===== src/rtl/rand_range_gen_pkg.sv =====
// Shared definitions for the bounded random generator: LFSR tap masks,
// FSM state encoding and the rule that keeps the LFSR out of the all-zero state.
package rand_range_gen_pkg;

    typedef enum logic [1:0] {
        ST_IDLE   = 2'd0,
        ST_SAMPLE = 2'd1,
        ST_DONE   = 2'd2
    } rrg_state_e;

    // Right-shifting Galois toggle masks of maximal-length polynomials, LSB-aligned.
    function automatic logic [31:0] lfsr_taps(input int len);
        case (len)
            4:       return 32'h0000_000C;
            5:       return 32'h0000_0014;
            6:       return 32'h0000_0030;
            7:       return 32'h0000_0060;
            8:       return 32'h0000_00B8;
            9:       return 32'h0000_0110;
            10:      return 32'h0000_0240;
            11:      return 32'h0000_0500;
            12:      return 32'h0000_0829;
            13:      return 32'h0000_100D;
            14:      return 32'h0000_2015;
            15:      return 32'h0000_6000;
            16:      return 32'h0000_D008;
            17:      return 32'h0001_2000;
            18:      return 32'h0002_0400;
            19:      return 32'h0004_0023;
            20:      return 32'h0009_0000;
            21:      return 32'h0014_0000;
            22:      return 32'h0030_0000;
            23:      return 32'h0042_0000;
            24:      return 32'h00E1_0000;
            25:      return 32'h0120_0000;
            26:      return 32'h0200_0023;
            27:      return 32'h0400_0013;
            28:      return 32'h0900_0000;
            29:      return 32'h1400_0000;
            30:      return 32'h2000_0029;
            31:      return 32'h4800_0000;
            32:      return 32'h8020_0003;
            default: return 32'h0000_000C;
        endcase
    endfunction

    function automatic logic [31:0] width_mask(input int len);
        if (len >= 32) return 32'hFFFF_FFFF;
        return (32'd1 << len) - 32'd1;
    endfunction

    // Reset/default seed restricted to the LFSR width, never zero.
    function automatic logic [31:0] default_seed(input logic [31:0] dflt, input int len);
        logic [31:0] d;
        d = dflt & width_mask(len);
        if (d == 32'd0) d = 32'd1;
        return d;
    endfunction

    // A zero seed would lock the LFSR, so it is replaced by the default seed.
    function automatic logic [31:0] seed_fix(input logic [31:0] seed, input logic [31:0] dflt);
        return (seed == 32'd0) ? dflt : seed;
    endfunction

endpackage


===== src/rtl/rand_range_gen_lfsr_core.sv =====
// Free-running maximal-length Galois LFSR with a loadable, zero-protected seed.
module lfsr_core
    import rand_range_gen_pkg::*;
#(
    parameter int LENGTH       = 16,
    parameter int SEED_DEFAULT = 1
) (
    input  logic              clk,
    input  logic              rst_n,
    input  logic              load,
    input  logic [LENGTH-1:0] seed,
    output logic [LENGTH-1:0] state
);

    localparam logic [LENGTH-1:0] TAPS    = LENGTH'(lfsr_taps(LENGTH));
    localparam logic [LENGTH-1:0] RST_VAL = LENGTH'(default_seed(32'(SEED_DEFAULT), LENGTH));

    logic [LENGTH-1:0] state_d;

    always_comb begin
        if (load) begin
            state_d = LENGTH'(seed_fix(32'(seed), 32'(RST_VAL)));
        end else if (state[0]) begin
            state_d = (state >> 1) ^ TAPS;
        end else begin
            state_d = state >> 1;
        end
    end

    always_ff @(posedge clk or negedge rst_n) begin
        if (!rst_n) begin
            state <= RST_VAL;
        end else begin
            state <= state_d;
        end
    end

endmodule


===== src/rtl/rand_range_gen.sv =====
// Bounded random number generator: rejection-samples a masked LFSR value below
// a latched bound, with a subtract fallback after MAX_TRY rejections.
module rand_range_gen
    import rand_range_gen_pkg::*;
#(
    parameter int LENGTH       = 16,
    parameter int SEED_DEFAULT = 1,
    parameter int MAX_TRY      = 8
) (
    input  logic              clk,
    input  logic              rst_n,
    input  logic              seed_load_i,
    input  logic [LENGTH-1:0] seed_i,
    input  logic              req_i,
    input  logic [LENGTH-1:0] bound_i,
    output logic              ready_o,
    output logic              valid_o,
    output logic [LENGTH-1:0] value_o,
    input  logic              ack_i,
    output logic [LENGTH-1:0] ram_seq_o
);

    localparam int              TRY_W    = (MAX_TRY < 1) ? 1 : $clog2(MAX_TRY + 1);
    localparam logic [TRY_W-1:0] TRY_LAST = TRY_W'(MAX_TRY);

    rrg_state_e        state_q, state_d;
    logic [LENGTH-1:0] bound_q, bound_d;
    logic [LENGTH-1:0] mask_q, mask_d;
    logic [LENGTH-1:0] value_q, value_d;
    logic [TRY_W-1:0]  try_q, try_d;
    logic [LENGTH-1:0] lfsr_state;
    logic [LENGTH-1:0] sample;

    // Smallest all-ones mask covering bound-1; the decrement keeps powers of two tight.
    function automatic logic [LENGTH-1:0] range_mask(input logic [LENGTH-1:0] bound);
        logic [LENGTH-1:0] top;
        logic [LENGTH-1:0] m;
        logic              seen;
        top  = bound - LENGTH'(1);
        seen = 1'b0;
        for (int i = LENGTH - 1; i >= 0; i--) begin
            seen = seen | top[i];
            m[i] = seen;
        end
        return m;
    endfunction

    lfsr_core #(
        .LENGTH      (LENGTH),
        .SEED_DEFAULT(SEED_DEFAULT)
    ) u_lfsr (
        .clk  (clk),
        .rst_n(rst_n),
        .load (seed_load_i),
        .seed (seed_i),
        .state(lfsr_state)
    );

    assign sample = lfsr_state & mask_q;

    always_comb begin
        state_d = state_q;
        bound_d = bound_q;
        mask_d  = mask_q;
        value_d = value_q;
        try_d   = try_q;
        case (state_q)
            ST_IDLE: begin
                if (req_i) begin
                    bound_d = bound_i;
                    mask_d  = range_mask(bound_i);
                    try_d   = '0;
                    if (bound_i <= LENGTH'(1)) begin
                        value_d = '0;
                        state_d = ST_DONE;
                    end else begin
                        state_d = ST_SAMPLE;
                    end
                end
            end
            ST_SAMPLE: begin
                if (sample < bound_q) begin
                    value_d = sample;
                    state_d = ST_DONE;
                end else if (try_q == TRY_LAST) begin
                    // sample < 2*bound, so one subtraction lands inside the range
                    value_d = sample - bound_q;
                    state_d = ST_DONE;
                end else begin
                    try_d = try_q + TRY_W'(1);
                end
            end
            ST_DONE: begin
                if (ack_i) begin
                    state_d = ST_IDLE;
                end
            end
            default: begin
                state_d = ST_IDLE;
            end
        endcase
    end

    always_ff @(posedge clk or negedge rst_n) begin
        if (!rst_n) begin
            state_q <= ST_IDLE;
            bound_q <= '0;
            mask_q  <= '0;
            value_q <= '0;
            try_q   <= '0;
        end else begin
            state_q <= state_d;
            bound_q <= bound_d;
            mask_q  <= mask_d;
            value_q <= value_d;
            try_q   <= try_d;
        end
    end

    assign ready_o   = (state_q == ST_IDLE);
    assign valid_o   = (state_q == ST_DONE);
    assign value_o   = value_q;
    assign ram_seq_o = lfsr_state;

endmodule


===== config.mk =====
export PLATFORM = sky130hd
export DESIGN_NAME = rand_range_gen
export DESIGN_NICKNAME = d
export VERILOG_FILES = /design/src/rtl/rand_range_gen_pkg.sv /design/src/rtl/rand_range_gen_lfsr_core.sv /design/src/rtl/rand_range_gen.sv
export SDC_FILE = /design/constraint.sdc
export NUM_CORES = 1
export LEC_CHECK = 0
export ABC_AREA = 1
export BUFFER_PORTS_ARGS = -buffer_cell sky130_fd_sc_hd__buf_2
export CORE_UTILIZATION = 30
export CTS_CLUSTER_DIAMETER = 40
export DETAILED_ROUTE_END_ITERATION = 16
export PLACE_DENSITY = 0.44
export RECOVER_POWER = 25
export SYNTH_ARGS = -nofsm -noshare
export SYNTH_HDL_FRONTEND = slang
export SYNTH_SLANG_ARGS = --single-unit

===== constraint.sdc =====
create_clock -name clk -period 5.39 [get_ports clk]
set_clock_uncertainty 0.15 [all_clocks]
set_input_delay 1.078 -clock clk [delete_from_list [all_inputs] [get_ports clk]]
set_output_delay 1.078 -clock clk [all_outputs]
set_load 0.005 [all_outputs]

## Yosys cells after proc, flatten, opt, wreduce, memory -nomap -nowiden

Index checks and enable logic that the tools add are counted.

- Output and inout bits: 34
- Bits in registers: 70
- Logic and storage cells: 62

- Bitwise gates (word level): 17
- Magnitude comparators: 2
- Reduce and logical (&&, ||, !) cells: 7
- Multiplexer cells: 18
- Add/subtract/negate cells: 3
- Eq/ne operators: 9

Operators with widths:

| cell | count |
|---|---|
| two-way mux 16 bit | 7 |
| one-hot mux 16 bit (2 select lines) | 1 |
| bitwise AND 16 bit | 1 |
| less-or-equal comparator 16 x 1 -> 1 bit (second input constant) | 1 |
| zero test 16 bit | 1 |
| < comparator 16 bit | 1 |
| subtractor 16 x 1 -> 16 bit (second input constant) | 1 |
| subtractor 16 bit | 1 |
| bitwise OR 1 bit | 15 |
| two-way mux 4 bit | 3 |
| two-way mux 2 bit | 5 |
| one-hot mux 4 bit (2 select lines) | 1 |
| AND reduction 4 bit | 2 |
| inequality test 2 bit (second input constant) | 3 |
| one-hot mux 2 bit (3 select lines) | 1 |
| adder 4 x 1 -> 4 bit (second input constant) | 1 |
| == test 4 bit (second input constant) | 1 |
| inequality test 2 x 1 -> 1 bit (second input constant) | 2 |
| inverter 3 -> 4 bit | 1 |
| inequality test 3 bit (second input constant) | 1 |
| AND reduction 3 bit | 1 |
| == test 2 x 1 -> 1 bit (second input constant) | 1 |
| == test 2 bit (second input constant) | 1 |
| zero test 2 bit | 1 |
| 2 further kinds | 2 |

## Depth between registers and ports, before layout

- Depth after elaboration: 16
- Depth in mapped cells: 16

## Hierarchy

From an unflattened synthesis, not the netlist that was laid out.

- Cell total of the unflattened synthesis: 560
- Area, all modules: 4209.0 um^2

By module, submodules not included:

| module | instances | cells each | area each (um^2) |
|---|---|---|---|
| rand_range_gen | 1 | 477 | 3523.4 |
| lfsr_core | 1 | 83 | 685.7 |

## Worst setup path after synthesis

No wires, ideal clock.

- Kind: input -> register
- Start point: in bound_i[1]
- End point: reg mask_q[0]
- Library setup time: 117 ps
- Data arrival time: 2672 ps
- Stages: 15
- Buffers on the path: 0
- Path slack: 2452 ps
- Required time: 5123 ps
- Cell sequence: inv_1 -> ha_1 -> nand2_2 -> nor2_4 -> nand3_2 -> nand2_2 -> nand3_4 -> nor2_8 -> nand4_4 -> nor2_4 -> nand4_4 -> nor2_4 -> nand4_2 -> nor2_1 -> nor2_1

- Word-level cells in the longest chain between the ends: 16

Ends and longest elaborated chain:

| element | line | source |
|---|---|---|
| from (decl) | rand_range_gen.sv:15 | `input logic [LENGTH-1:0] bound_i,` |
| subtractor 16 x 1 -> 16 bit * | rand_range_gen.sv:39 | `top = bound - LENGTH'(1);` |
| bitwise OR 1 bit (13 in a row) | rand_range_gen.sv:42 | `seen = seen \| top[i];` |
| bitwise OR 1 bit * (2 in a row) | rand_range_gen.sv:42 |  |
| to (signal assigned) | rand_range_gen.sv:114 | `mask_q <= mask_d;` |
| to (decl) | rand_range_gen.sv:28 | `logic [LENGTH-1:0] mask_q, mask_d;` |

Every way passes the cells marked *; elsewhere a longest branch is shown, timed or not.
A chain may end at the register's enable or synchronous reset.

## Worst setup path in the final report

- Start point: in req_i
- End point: reg mask_q[2]

- Word-level cells in the longest chain between the ends: 1

Ends and longest elaborated chain:

| element | line | source |
|---|---|---|
| from (decl) | rand_range_gen.sv:14 | `input logic req_i,` |
| AND reduction 2 bit (no source line) | -- |  |

Every way passes these cells.

==> Flow_metrics.wiki <==
{| class="wikitable"
! Metric !! Value
|-
| Resize count post-CTS || 0
|-
| Top cells by count, synth || 168 x sky130_fd_sc_hd__nand2_1, 70 x sky130_fd_sc_hd__inv_1, 69 x sky130_fd_sc_hd__dfrtp_1
|-
| Width of the die || ~120 um
|-
| Worst slew pin tran || approximately 1.7 ns
|-
| Detailed-route wire length || between 10000 and 15000 um
|-
| Most frequent cell after synthesis || sky130_fd_sc_hd__nand2_1
|-
| Fraction of registers with async set/reset || 1.00
|-
| Vias/cell || between 4 and 5
|-
| Gp weighted congestion || roughly 0.88
|-
| H-tree lvl count || 3
|-
| Number of enable-type register cells in the synthesized netlist || 0
|-
| Classification of the worst setup path || in2reg
|-
| TritonCTS clock tree || done
|-
| Number of buffers inserted by post-CTS setup repair || 0
|-
| Drt wl/cell || 14.2 um
|-
| Layout net count || 690
|-
| Overflow left after global routing || 0
|-
| Dominant synthesized flop cell || sky130_fd_sc_hd__dfrtp_1
|-
| Maximum number of pins on one net before global-route repair || 43
|-
| Clock input transition at the sequential cells of the worst setup and hold paths || 0.06 ns
|-
| Count of pins over their slew limit || approximately 70
|-
| Iteration-0 DRC Markers || 129
|-
| Max-capacitance violation count || 2
|-
| Port Buf Inserts || 70
|-
| Insertion delay to the later sink of the worst-skew pair || 0.34 ns
|-
| Tightest Hold Check Type || reg2reg
|-
| Number of CTS-inserted buffers || 9
|-
| Capture point of the worst reg-to-reg path || value_o[7]
|-
| Data required time at the worst endpoint || 5.41 ns
|-
| Data arrival time of the critical path || 3.57 ns
|-
| Ports || 71
|-
| Avg Inst Size Synth || 7.77 um^2
|-
| Summed instance area of the synthesized netlist || 0.00438 mm^2
|-
| Largest area contributor in the netlist || sky130_fd_sc_hd__dfrtp_1
|-
| Number of buffers on the longest clock path || 2
|-
| Reg-to-reg slack, setup || 1.92 ns
|-
| Number of cells on the worst reg-to-reg path || 14
|-
| Cell chosen for the clock root || sky130_fd_sc_hd__clkbuf_16
|-
| DRC || 0
|-
| Share of layout cells above drive strength 1 || 0.192
|-
| Final hold violations || 0
|-
| Setup TNS after final layout || 0 ns
|-
| DP Wirelength || 9380 um
|-
| Maximum achievable frequency || 281 MHz
|-
| Final critical-path share of the clock period || 0.659
|-
| Endpoints failing setup || 0
|-
| Lkg Pwr || 2.70 nW
|-
| First-pass DRT Iterations || 4
|-
| Cell variety after synth || 51
|-
| Sequential share of the synthesized area || 0.400
|-
| DP Worst Slack || 1.90 ns
|-
| Starting Density || 0.312
|-
| Nature of the critical path endpoint || flop
|-
| Number of global-route vias before repair || 3632
|-
| Unrepaired setup endpoints after global routing || false
|-
| Die height || 123 um
|-
| Result of the run || complete, but fails checks
|-
| R2R Path Start || u_lfsr.state[0]
|-
| Worst vdd rail ir drop || 0.207 mV
|-
| End point of the critical path || mask_q[2]
|-
| Antenna violation net count after detailed routing || 0
|-
| Violations in the final reports || max-capacitance violations, max-slew violations
|-
| Antenna violations before repair || 0
|-
| Instance count of the mapped netlist || 564
|-
| Ranking of synthesized cells by area || sky130_fd_sc_hd__dfrtp_1 39%, sky130_fd_sc_hd__nand2_1 14%, sky130_fd_sc_hd__inv_1 6.0%
|-
| Overall routing resource usage || 0.168
|-
| Worst slew slack as a fraction of its limit || -0.119
|-
| Worst Path Max Fanout || 38
|-
| Total via count in the routed design || 3746
|-
| Area of the core region || approximately 0.014 mm^2
|-
| Crit start category || input pin
|-
| Layout Area Growth over Synthesis || 18.2%
|-
| Synth warn || 0
|-
| Setup ws final || 1.84 ns
|-
| Post-route minimum period || 3.55 ns
|-
| Net Count, Synth || 622
|-
| Clock sinks || 70
|-
| Hold buffer count at cts || 0
|-
| Inserted Diodes || 0
|-
| Pwr/cell area || 504 mW/mm^2
|-
| Cell Rows || 43
|-
| Synth top area share || 0.394
|-
| Flop and latch count out of synthesis || 70
|-
| First-pass GRT wire length || approximately 19000 um
|-
| DIE AREA || 0.0151 mm^2
|-
| Beginning of the critical path || req_i
|}
[logic make-up after synthesis]
| kind of cell | after synthesis | share of synthesized area |
|---|---|---|
| XOR/XNOR | 21 | 0.0437 |
| AO/OA/AOI/OAI | 99 | 0.131 |
| adder cells (fa/ha/maj) | 21 | 0.0617 |
| buffers and inverters | 89 | 0.0828 |
| flip-flops | 70 | 0.400 |
| AND/OR/NAND/NOR | 264 | 0.281 |
[per-layer routing]
metal | GRT usage | wire (um)
met1 | 0.239 | 5940
met2 | 0.246 | 4950
met3 | 0.0321 | 526
met4 | 0.0716 | 184
met5 | 0 | 0
[worst max-delay path: stages]
cell,delay [ns]
sky130_fd_sc_hd__clkbuf_1,0.09
sky130_fd_sc_hd__nand2_1,0.06
sky130_fd_sc_hd__clkbuf_1,1.13
sky130_fd_sc_hd__inv_1,0.85
sky130_fd_sc_hd__nor2_1,0.27
sky130_fd_sc_hd__a41oi_1,0.07
[state kept, by name, indices dropped and copies added (netlist names)]
register,cells
bound_q,16
mask_q,16
u_lfsr.state,16
value_o,16
try_q,4
state_q,2
[area by class of cell]
class	instances	area, um^2
Clock buffer	11	243
Sequential cell	70	1750
Timing Repair Buffer	72	358
Fill cell	1492	8860
Inverter	74	278
Multi-Input combinational cell	405	2270
Tap cell	180	225
Clock inverter	5	58.8
[stage by stage]
step                       util  instances  total power, mW  hold WS, ns  area (um^2)
after floorplan               -        564             1.71        0.299         4380
after global placement    0.348        801             2.02        0.312         4890
after detailed placement  0.348        801             2.02        0.316         4890
after CTS                 0.370        817             2.64        0.330         5190
final                     0.369        817             2.61        0.324         5180
after global routing      0.369        817             2.86        0.340         5180
[power by group]
part / internal (mW) / total [mW] / switching [mW]
registers: 0.691 / 0.789 / 0.0980
clock network: 0.372 / 0.600 / 0.229
logic: 0.447 / 1.22 / 0.776
total: 1.51 / 2.61 / 1.10
[worst min-delay path by stage]
| stage | startpoint | to | slack [ns] | cells past startpoint |
|---|---|---|---|---|
| after global placement | value_o[14] | value_o[14] | 0.31 | 2 |
| after detailed placement | value_o[12] | value_o[12] | 0.32 | 2 |
| after global routing | value_o[2] | value_o[2] | 0.34 | 2 |
| after CTS | value_o[12] | value_o[12] | 0.33 | 2 |
| final | value_o[12] | value_o[12] | 0.32 | 2 |
| after floorplan | mask_q[1] | mask_q[1] | 0.30 | 2 |
[cells in the final DEF (no fill, tap or decap), drive strengths merged, types with 2 or more instances in the layout]
master,count
xor2,14
a21boi,2
o21bai,5
nor3,3
a41oi,3
a31oi,4
o211ai,3
clkinvlp,2
buf,68
clkbuf,15
nand3,22
nor2,48
dfrtp,69
nor4,5
nand3b,2
nand4,5
xnor2,7
ha,20
inv,75
nand2,175
o21ai,51
and2,2
a21oi,24
Power figures use the tool's default switching activity.
